## config.mk

```make
export PLATFORM = sky130hd
export DESIGN_NAME = wishbone_classic_arbiter
export DESIGN_NICKNAME = d
export VERILOG_FILES = /design/src/rtl/wishbone_classic_arbiter.sv
export SDC_FILE = /design/constraint.sdc
export NUM_CORES = 1
export LEC_CHECK = 0
export ABC_AREA = 1
export CAP_MARGIN = 30
export CORE_AREA = 2 2 131 133
export CTS_BUF_LIST = sky130_fd_sc_hd__clkbuf_16
export CTS_CLUSTER_DIAMETER = 40
export DETAILED_ROUTE_END_ITERATION = 8
export DIE_AREA = 0 0 133 135
export DONT_BUFFER_PORTS = 1
export PLACE_DENSITY = 0.34
export SLEW_MARGIN = 20
export SYNTH_ARGS = -nofsm -noshare
export SYNTH_HDL_FRONTEND = slang
export SYNTH_SLANG_ARGS = --single-unit
```

## constraint.sdc

```tcl
create_clock -name clk -period 1.8 [get_ports clk]
set_input_delay 0.27 -clock clk [delete_from_list [all_inputs] [get_ports clk]]
set_output_delay 0.27 -clock clk [all_outputs]
set_load 0.01 [all_outputs]
```

## src/rtl/wishbone_classic_arbiter.sv

```systemverilog
// Round-robin arbiter sharing one Wishbone classic slave between two masters;
// ownership lasts for the owner's whole cyc, and a watchdog errors out stalled strobes.
`timescale 1ns/1ps
module wishbone_classic_arbiter #(
    parameter int ADDRESS_WIDTH  = 32,
    parameter int BUS_WIDTH      = 4,
    parameter int TIMEOUT_CYCLES = 256
) (
    input  logic                       clk,
    input  logic                       rst,

    input  logic                       s0_wb_cyc,
    input  logic                       s0_wb_stb,
    input  logic                       s0_wb_we,
    input  logic [ADDRESS_WIDTH-1:0]   s0_wb_addr,
    input  logic [BUS_WIDTH*8-1:0]     s0_wb_data_i,
    input  logic [BUS_WIDTH-1:0]       s0_wb_sel,
    input  logic [1:0]                 s0_wb_bte,
    input  logic [2:0]                 s0_wb_cti,
    output logic                       s0_wb_ack,
    output logic                       s0_wb_err,
    output logic [BUS_WIDTH*8-1:0]     s0_wb_data_o,

    input  logic                       s1_wb_cyc,
    input  logic                       s1_wb_stb,
    input  logic                       s1_wb_we,
    input  logic [ADDRESS_WIDTH-1:0]   s1_wb_addr,
    input  logic [BUS_WIDTH*8-1:0]     s1_wb_data_i,
    input  logic [BUS_WIDTH-1:0]       s1_wb_sel,
    input  logic [1:0]                 s1_wb_bte,
    input  logic [2:0]                 s1_wb_cti,
    output logic                       s1_wb_ack,
    output logic                       s1_wb_err,
    output logic [BUS_WIDTH*8-1:0]     s1_wb_data_o,

    output logic                       m_wb_cyc,
    output logic                       m_wb_stb,
    output logic                       m_wb_we,
    output logic [ADDRESS_WIDTH-1:0]   m_wb_addr,
    output logic [BUS_WIDTH*8-1:0]     m_wb_data_o,
    output logic [BUS_WIDTH-1:0]       m_wb_sel,
    output logic [1:0]                 m_wb_bte,
    output logic [2:0]                 m_wb_cti,
    input  logic                       m_wb_ack,
    input  logic                       m_wb_err,
    input  logic [BUS_WIDTH*8-1:0]     m_wb_data_i,

    output logic [1:0]                 grant,
    output logic                       timeout
);

    // One-hot encoding so the state register doubles as the grant output.
    localparam logic [1:0] IDLE = 2'b00;
    localparam logic [1:0] GNT0 = 2'b01;
    localparam logic [1:0] GNT1 = 2'b10;

    localparam int CW = (TIMEOUT_CYCLES > 0) ? $clog2(TIMEOUT_CYCLES + 1) : 1;

    logic [1:0]    state_q, state_d;
    logic          last_q, last_d;
    logic [CW-1:0] cnt_q, cnt_d;
    logic          timeout_q, timeout_d;

    always_comb begin
        state_d = state_q;
        last_d  = last_q;
        case (state_q)
            IDLE: begin
                if (s0_wb_cyc && (!s1_wb_cyc || last_q)) begin
                    state_d = GNT0;
                end else if (s1_wb_cyc) begin
                    state_d = GNT1;
                end
            end
            GNT0: if (!s0_wb_cyc) state_d = s1_wb_cyc ? GNT1 : IDLE;
            GNT1: if (!s1_wb_cyc) state_d = s0_wb_cyc ? GNT0 : IDLE;
            default: state_d = IDLE;
        endcase
        if (state_d == GNT0 && state_q != GNT0) last_d = 1'b0;
        if (state_d == GNT1 && state_q != GNT1) last_d = 1'b1;
    end

    always_comb begin
        m_wb_cyc     = 1'b0;
        m_wb_stb     = 1'b0;
        m_wb_we      = 1'b0;
        m_wb_addr    = '0;
        m_wb_data_o  = '0;
        m_wb_sel     = '0;
        m_wb_bte     = '0;
        m_wb_cti     = '0;
        s0_wb_ack    = 1'b0;
        s0_wb_err    = 1'b0;
        s0_wb_data_o = '0;
        s1_wb_ack    = 1'b0;
        s1_wb_err    = 1'b0;
        s1_wb_data_o = '0;
        case (state_q)
            GNT0: begin
                m_wb_cyc     = s0_wb_cyc;
                m_wb_stb     = s0_wb_stb & ~timeout_q;
                m_wb_we      = s0_wb_we;
                m_wb_addr    = s0_wb_addr;
                m_wb_data_o  = s0_wb_data_i;
                m_wb_sel     = s0_wb_sel;
                m_wb_bte     = s0_wb_bte;
                m_wb_cti     = s0_wb_cti;
                s0_wb_ack    = m_wb_ack;
                s0_wb_err    = m_wb_err | timeout_q;
                s0_wb_data_o = m_wb_data_i;
            end
            GNT1: begin
                m_wb_cyc     = s1_wb_cyc;
                m_wb_stb     = s1_wb_stb & ~timeout_q;
                m_wb_we      = s1_wb_we;
                m_wb_addr    = s1_wb_addr;
                m_wb_data_o  = s1_wb_data_i;
                m_wb_sel     = s1_wb_sel;
                m_wb_bte     = s1_wb_bte;
                m_wb_cti     = s1_wb_cti;
                s1_wb_ack    = m_wb_ack;
                s1_wb_err    = m_wb_err | timeout_q;
                s1_wb_data_o = m_wb_data_i;
            end
            default: ;
        endcase
    end

    // The pulse fires after TIMEOUT_CYCLES consecutive stalled strobe cycles,
    // and only while ownership is stable so it always lands on the same owner.
    if (TIMEOUT_CYCLES > 0) begin : g_wdog
        always_comb begin
            cnt_d     = '0;
            timeout_d = 1'b0;
            if (state_q != IDLE && state_d == state_q &&
                m_wb_stb && !m_wb_ack && !m_wb_err) begin
                if (int'(cnt_q) == TIMEOUT_CYCLES - 1) begin
                    timeout_d = 1'b1;
                end else begin
                    cnt_d = cnt_q + CW'(1);
                end
            end
        end
    end else begin : g_no_wdog
        assign cnt_d     = '0;
        assign timeout_d = 1'b0;
    end

    always_ff @(posedge clk) begin
        if (rst) begin
            state_q   <= IDLE;
            last_q    <= 1'b1;
            cnt_q     <= '0;
            timeout_q <= 1'b0;
        end else begin
            state_q   <= state_d;
            last_q    <= last_d;
            cnt_q     <= cnt_d;
            timeout_q <= timeout_d;
        end
    end

    assign grant   = state_q;
    assign timeout = timeout_q;

endmodule

```

==> results_dict.tcl, run 1 <==
set metrics [dict create \
    grtUsageTotal 0.1327 \
    finalClockSkew_ns 0.0009353 \
    drive_gt1_frac 0.3215 \
    hold_buffers 0 \
    worst_setup_path_start_kind "register" \
    routed_wl_um 14160 \
    diodes 0 \
    vias 3223 \
    critPathKind "register to output port" \
    cts_max_level 1 \
    cts_num_sinks 13 \
    period_needed_ns 1.850 \
    tightestPinTransition_ns 0.3189 \
    row_count 47 \
    clock_path_buffers 2 \
    num-fill-cells 1870 \
    port_buffers 0 \
    netlist_instances 493 \
    drc 0 \
    worst_setup_path_end_kind "output port" \
    fin_ws_ns -0.05016 \
    synth_area_leaders "nand2_1 (38%), a21oi_1 (17%), inv_1 (13%)" \
    postRouteAntennaNets 0 \
    syn_to_final_growth_pct 61.87 \
    ys_seq_area_frac 0.1125 \
    vdd_ir_drop_max_v 0.0002810 \
    drt_first_iter_violations 229 \
    finalHoldViolations 0 \
    core_um2 16410 \
    status "finished, violations left" \
    cts_tree "done" \
    power_density_nw_per_um2 648.4 \
    fp.dieW_um 133 \
    synth_ff_type "dfxtp_1" \
    cap_violations 0 \
    slew_viol_final 0 \
    syn_area_um2 2313 \
    placedInstanceArea_um2 2709 \
    cts_buffers 3 \
    grt_max_degree 29 \
    utilization 0.2282 \
    fin_area_um2 3745 \
    syn_nets 688 \
    whs_ns 0.08949 \
    slew_headroom 0.7869 \
    die_height_um 135 \
    ioPinCount 335 \
    synth.avg_cell_area_um2 4.693 \
    yosysWarnings 0 \
    grt_overflow 0 \
    start_util 0.1410 \
    final_nets 703 \
    synth_top_area_frac 0.3813 \
    yosysMostFrequentCell "nand2_1" \
    cp.required_ns 1.53 \
    synthTopCellsByCount "nand2_1 (235), inv_1 (83), a21oi_1 (79), nor2_1 (18), clkbuf_1 (16)" \
    post-route-period-util 1.028 \
    clockRootBuffer "clkbuf_16" \
    setup_viol 58 \
    grt_pass1_wl_um 17950 \
    arrival_ns 1.58 \
    violations "setup timing" \
    routed_via_density 4.433 \
    leakage_nw 1.610 \
    hold_class "input port to register" \
    async_flop_share 0 \
    synth_area_leader_cell "nand2_1" \
    grt_antenna_before_repair 0 \
    rsz0062_at_grt "yes" \
    die_area_um2 17960 \
    wl_per_cell_um 19.48 \
    place_hpwl_um 9674 \
    cts.clk_slew.worst_paths_ns 0.05 \
    place_congestion 0.6997 \
    synthDistinctLibCells 22 \
    detailedPlace.worstSlack_ns 0.04514 \
    ys_seq_elements 13 \
    synth-edff-count 0 \
    fmax_ghz 0.5405 \
    drtPass1Iterations 4 \
    cp_max_fo 18 \
    finalSetupTns_ns -1.154 \
    grt_pass1_vias 2816 \
    clk_latency_ns 0.24 \
]
[where the power goes]
group | internal [W] | leakage, nW | switching [W] | total, W
Sequential | 0.000301 | 0.106 | 0.00000734 | 0.000308
Combinational | 0.000662 | 1.46 | 0.00104 | 0.00170
Clock | 0.000296 | 0.0409 | 0.000124 | 0.000420
[worst paths after layout]
kind                                           from                   to  slack, ns  cells past startpoint
worst max-delay path            grant[0]$_SDFF_PP0_      m_wb_data_o[23]      -0.05                      7
worst min-delay path                            rst  grant[0]$_SDFF_PP0_       0.09                      1
worst max register to register  grant[0]$_SDFF_PP0_  last_q$_SDFFE_PP1P_       0.04                     11
worst min register to register  cnt_q[0]$_SDFF_PP0_  cnt_q[0]$_SDFF_PP0_       0.45                      1
[state kept, by name, summed over array words and instances (netlist names)]
register  cells
grant         2
timeout       1
cnt_q         9
last_q        1
[per-layer routing]
layer / global-route usage / vias up / wire [µm]
li1: - / 1501 / -
met1: 0.1778 / 1498 / 5736
met2: 0.2242 / 210 / 7023
met3: 0.02215 / 14 / 1130
met4: 0.02808 / 0 / 271
met5: 0 / - / 0
[worst max-delay path: stages (launching register included)]
cell and delay (ns):
dfxtp_2 0.32, inv_2 0.13, ha_4 0.19, buf_12 0.14, buf_12 0.12, buf_16 0.15
nand2_1 0.09, a21oi_2 0.19
[what timing repair did]
| item | in CTS | in global routing |
|---|---|---|
| cloned | 9 | 3 |
| buffers inserted | 8 | 4 |
| endpoints found under the setup margin | 75 | 110 |
| pin swaps | 15 | 18 |
| gates resized for setup | 97 | 49 |
[layout by cell type (no fill, tap or decap), drive strengths merged, types with 4 or more instances in the layout]
| cell type | instances |
|---|---|
| a21oi | 79 |
| buf | 38 |
| clkbuf | 4 |
| dfxtp | 13 |
| ha | 7 |
| inv | 83 |
| nand2 | 235 |
| nand3 | 10 |
| nor2 | 21 |
| xor2 | 4 |
[kinds of logic after synthesis]
family / synth area share
and+or+nand+nor: 0.4619
buffers and inverters: 0.1898
AOI/OAI and AO/OA: 0.1752
DFF: 0.1125
adders and majority gates: 0.03786
xor gates and xnor gates: 0.02271
[area by class of cell]
cell class / count / area [µm²] / share of cell area
clock buffer: 3 / 75.07 / 0.02005
clock inverter: 1 / 5.005 / 0.001336
inverter: 83 / 321.6 / 0.08587
multi-input combinational: 366 / 2063 / 0.5510
sequential: 13 / 265.3 / 0.07083
tap: 220 / 275.3 / 0.07350
timing repair buffer: 41 / 739.5 / 0.1975
[stage by stage]
stage | total power (W) | instances
2_1_floorplan | 0.001030 | 493
3_5_place_dp | 0.001373 | 699
5_1_grt | 0.002576 | 727
3_3_place_gp | 0.001388 | 699
6_report | 0.002428 | 727
4_1_cts | 0.002345 | 720
No activity file was read; power rests on OpenSTA's default activity.
==> inputs of run 2 (changes only) <==
--- a/config.mk
+++ b/config.mk
@@ -6,7 +6,7 @@
 export NUM_CORES = 1
 export LEC_CHECK = 0
 export ABC_AREA = 1
-export CAP_MARGIN = 30
+export CAP_MARGIN = 20
 export CORE_AREA = 2 2 131 133
 export CTS_BUF_LIST = sky130_fd_sc_hd__clkbuf_16
 export CTS_CLUSTER_DIAMETER = 40
==> results of run 2 <==
Final layout, timing and power as in run 1 (identical DEF).
==> inputs of run 3 (changes only) <==
--- a/config.mk
+++ b/config.mk
@@ -6,7 +6,7 @@
 export NUM_CORES = 1
 export LEC_CHECK = 0
 export ABC_AREA = 1
-export CAP_MARGIN = 20
+export CAP_MARGIN = 10
 export CORE_AREA = 2 2 131 133
 export CTS_BUF_LIST = sky130_fd_sc_hd__clkbuf_16
 export CTS_CLUSTER_DIAMETER = 40
@@ -14,6 +14,7 @@
 export DIE_AREA = 0 0 133 135
 export DONT_BUFFER_PORTS = 1
 export PLACE_DENSITY = 0.34
+export SETUP_SLACK_MARGIN = 0.05
 export SLEW_MARGIN = 20
 export SYNTH_ARGS = -nofsm -noshare
 export SYNTH_HDL_FRONTEND = slang
==> results_dict.tcl, run 3 (synthesis gave the netlist of run 1 again) <==
set metrics [dict create \
    placedInstanceArea_um2 2704 \
    grt_pass1_vias 2958 \
    routed_via_density 4.580 \
    arrival_ns 1.53 \
    die_height_um 135 \
    cts_tree "done" \
    vdd_ir_drop_max_v 0.0005552 \
    port_buffers 0 \
    fin_cells 735 \
    fmax_ghz 0.5560 \
    rsz0062_at_grt "yes" \
    regMostFlops "cnt_q" \
    ioPinCount 335 \
    period_needed_ns 1.799 \
    hold_buffers 0 \
    tightestPinTransition_ns 0.3416 \
    place_hpwl_um 9081 \
    diodes 0 \
    row_count 47 \
    post-route-period-util 0.9992 \
    die_area_um2 17960 \
    cts.clk_slew.worst_paths_ns 0.05 \
    detailedPlace.worstSlack_ns 0.08765 \
    drtPass1Iterations 4 \
    largest_reg_flops 9 \
    finalHoldViolations 0 \
    drc 0 \
    syn_to_final_growth_pct 82.80 \
    status "finished clean" \
    grt_antenna_before_repair 0 \
    wl_per_cell_um 20.78 \
    p_int_w 0.001365 \
    clock_path_buffers 2 \
    postRouteAntennaNets 0 \
    drt_first_iter_violations 188 \
    start_util 0.1410 \
    place_inst 700 \
    drive_gt1_frac 0.4913 \
    cap_violations 0 \
    fp.dieW_um 133 \
    clkPwrFrac 0.155 \
    routed_wl_um 15270 \
    grt_max_degree 47 \
    vias 3366 \
    cts_buffers 3 \
    core_um2 16410 \
    grt_pass1_wl_um 17340 \
    critPathKind "register to output port" \
    worst_setup_path_end_kind "output port" \
    fin_area_um2 4229 \
    cp.required_ns 1.53 \
    final_common_cell "nand2_1" \
    grt_overflow 0 \
    clk_latency_ns 0.24 \
    switching_share 0.5005 \
    finalClockSkew_ns 0.002571 \
    slew_viol_final 0 \
    leakage_nw 1.773 \
    final_nets 711 \
    p_seq_frac 0.113 \
    regToRegSetupSlack_ns 0.05 \
    power_density_nw_per_um2 646.4 \
    cts_max_level 1 \
    utilization 0.2578 \
    p_comb_frac 0.732 \
    hold_class "input port to register" \
    grtUsageTotal 0.1246 \
    clockRootBuffer "clkbuf_16" \
    cts_num_sinks 13 \
    cp_max_fo 8 \
    place_congestion 0.9541 \
    switchingPower_w 0.001368 \
    worst_setup_path_start_kind "register" \
    slew_headroom 0.7718 \
    fin_ws_ns 0.001464 \
    layout_common_cells "nand2_1 (177), a21oi_2 (51), inv_2 (45)" \
    setup_viol 0 \
]
run 3: critical path, stage by stage, from the launching register on:
cell and delay (ns):
dfxtp_2 0.35, buf_6 0.14, ha_4 0.17, buf_12 0.17, buf_8 0.16, nand2_1 0.08
a21oi_2 0.21
run 3: final timing paths:
kind                            cells past startpoint                start                   to
worst max-delay path                                6  grant[0]$_SDFF_PP0_        m_wb_addr[18]
worst min-delay path                                1                  rst  grant[0]$_SDFF_PP0_
worst max register to register                     13  grant[0]$_SDFF_PP0_  cnt_q[0]$_SDFF_PP0_
worst min register to register                      1  cnt_q[0]$_SDFF_PP0_  cnt_q[0]$_SDFF_PP0_
run 3: cell type report:
class                           instances  area, µm²
Sequential cell                        13      265.3
Multi-Input combinational cell        366       2441
Clock inverter                          1      3.754
Tap cell                              220      275.3
Timing Repair Buffer                   49      847.1
Inverter                               83      321.6
Fill cell                            1834      12180
Clock buffer                            3      75.07
run 3: repair_timing:
action                                  4_1_cts  5_1_grt
cloned                                        8       12
endpoints found under the setup margin       76      137
endpoints found under the hold margin         0        0
pin swaps                                    48       59
gates resized for setup                     149      128
setup buffers                                11        2
run 3: metrics by stage:
step | setup TNS (ns) | hold slack (ns) | total power [W]
detailed placement | 0 | 0.3472 | 0.001326
global route | -2.741 | 0.08008 | 0.002892
global placement | 0 | 0.3509 | 0.001342
finish | 0 | 0.08388 | 0.002734
floorplan | 0 | 0.3424 | 0.001031
CTS | -0.2228 | 0.08036 | 0.002236
run 3: layer usage:
metal | vias to the layer above | track usage | wire length (µm)
met3 | 28 | 0.02515 | 1153
met1 | 1589 | 0.1556 | 6220
li1 | 1526 | - | -
met2 | 223 | 0.2133 | 7440
met4 | 0 | 0.04361 | 459
met5 | - | 0 | 0
run 3: power groups by stage:
stage	clock network [W]	registers [W]	logic (W)
2_1_floorplan	0	0.000316	0.000715
3_3_place_gp	0	0.000309	0.00103
3_5_place_dp	0	0.000309	0.00102
4_1_cts	0.000435	0.000308	0.00149
5_1_grt	0.000451	0.000310	0.00213
6_report	0.000423	0.000309	0.00200
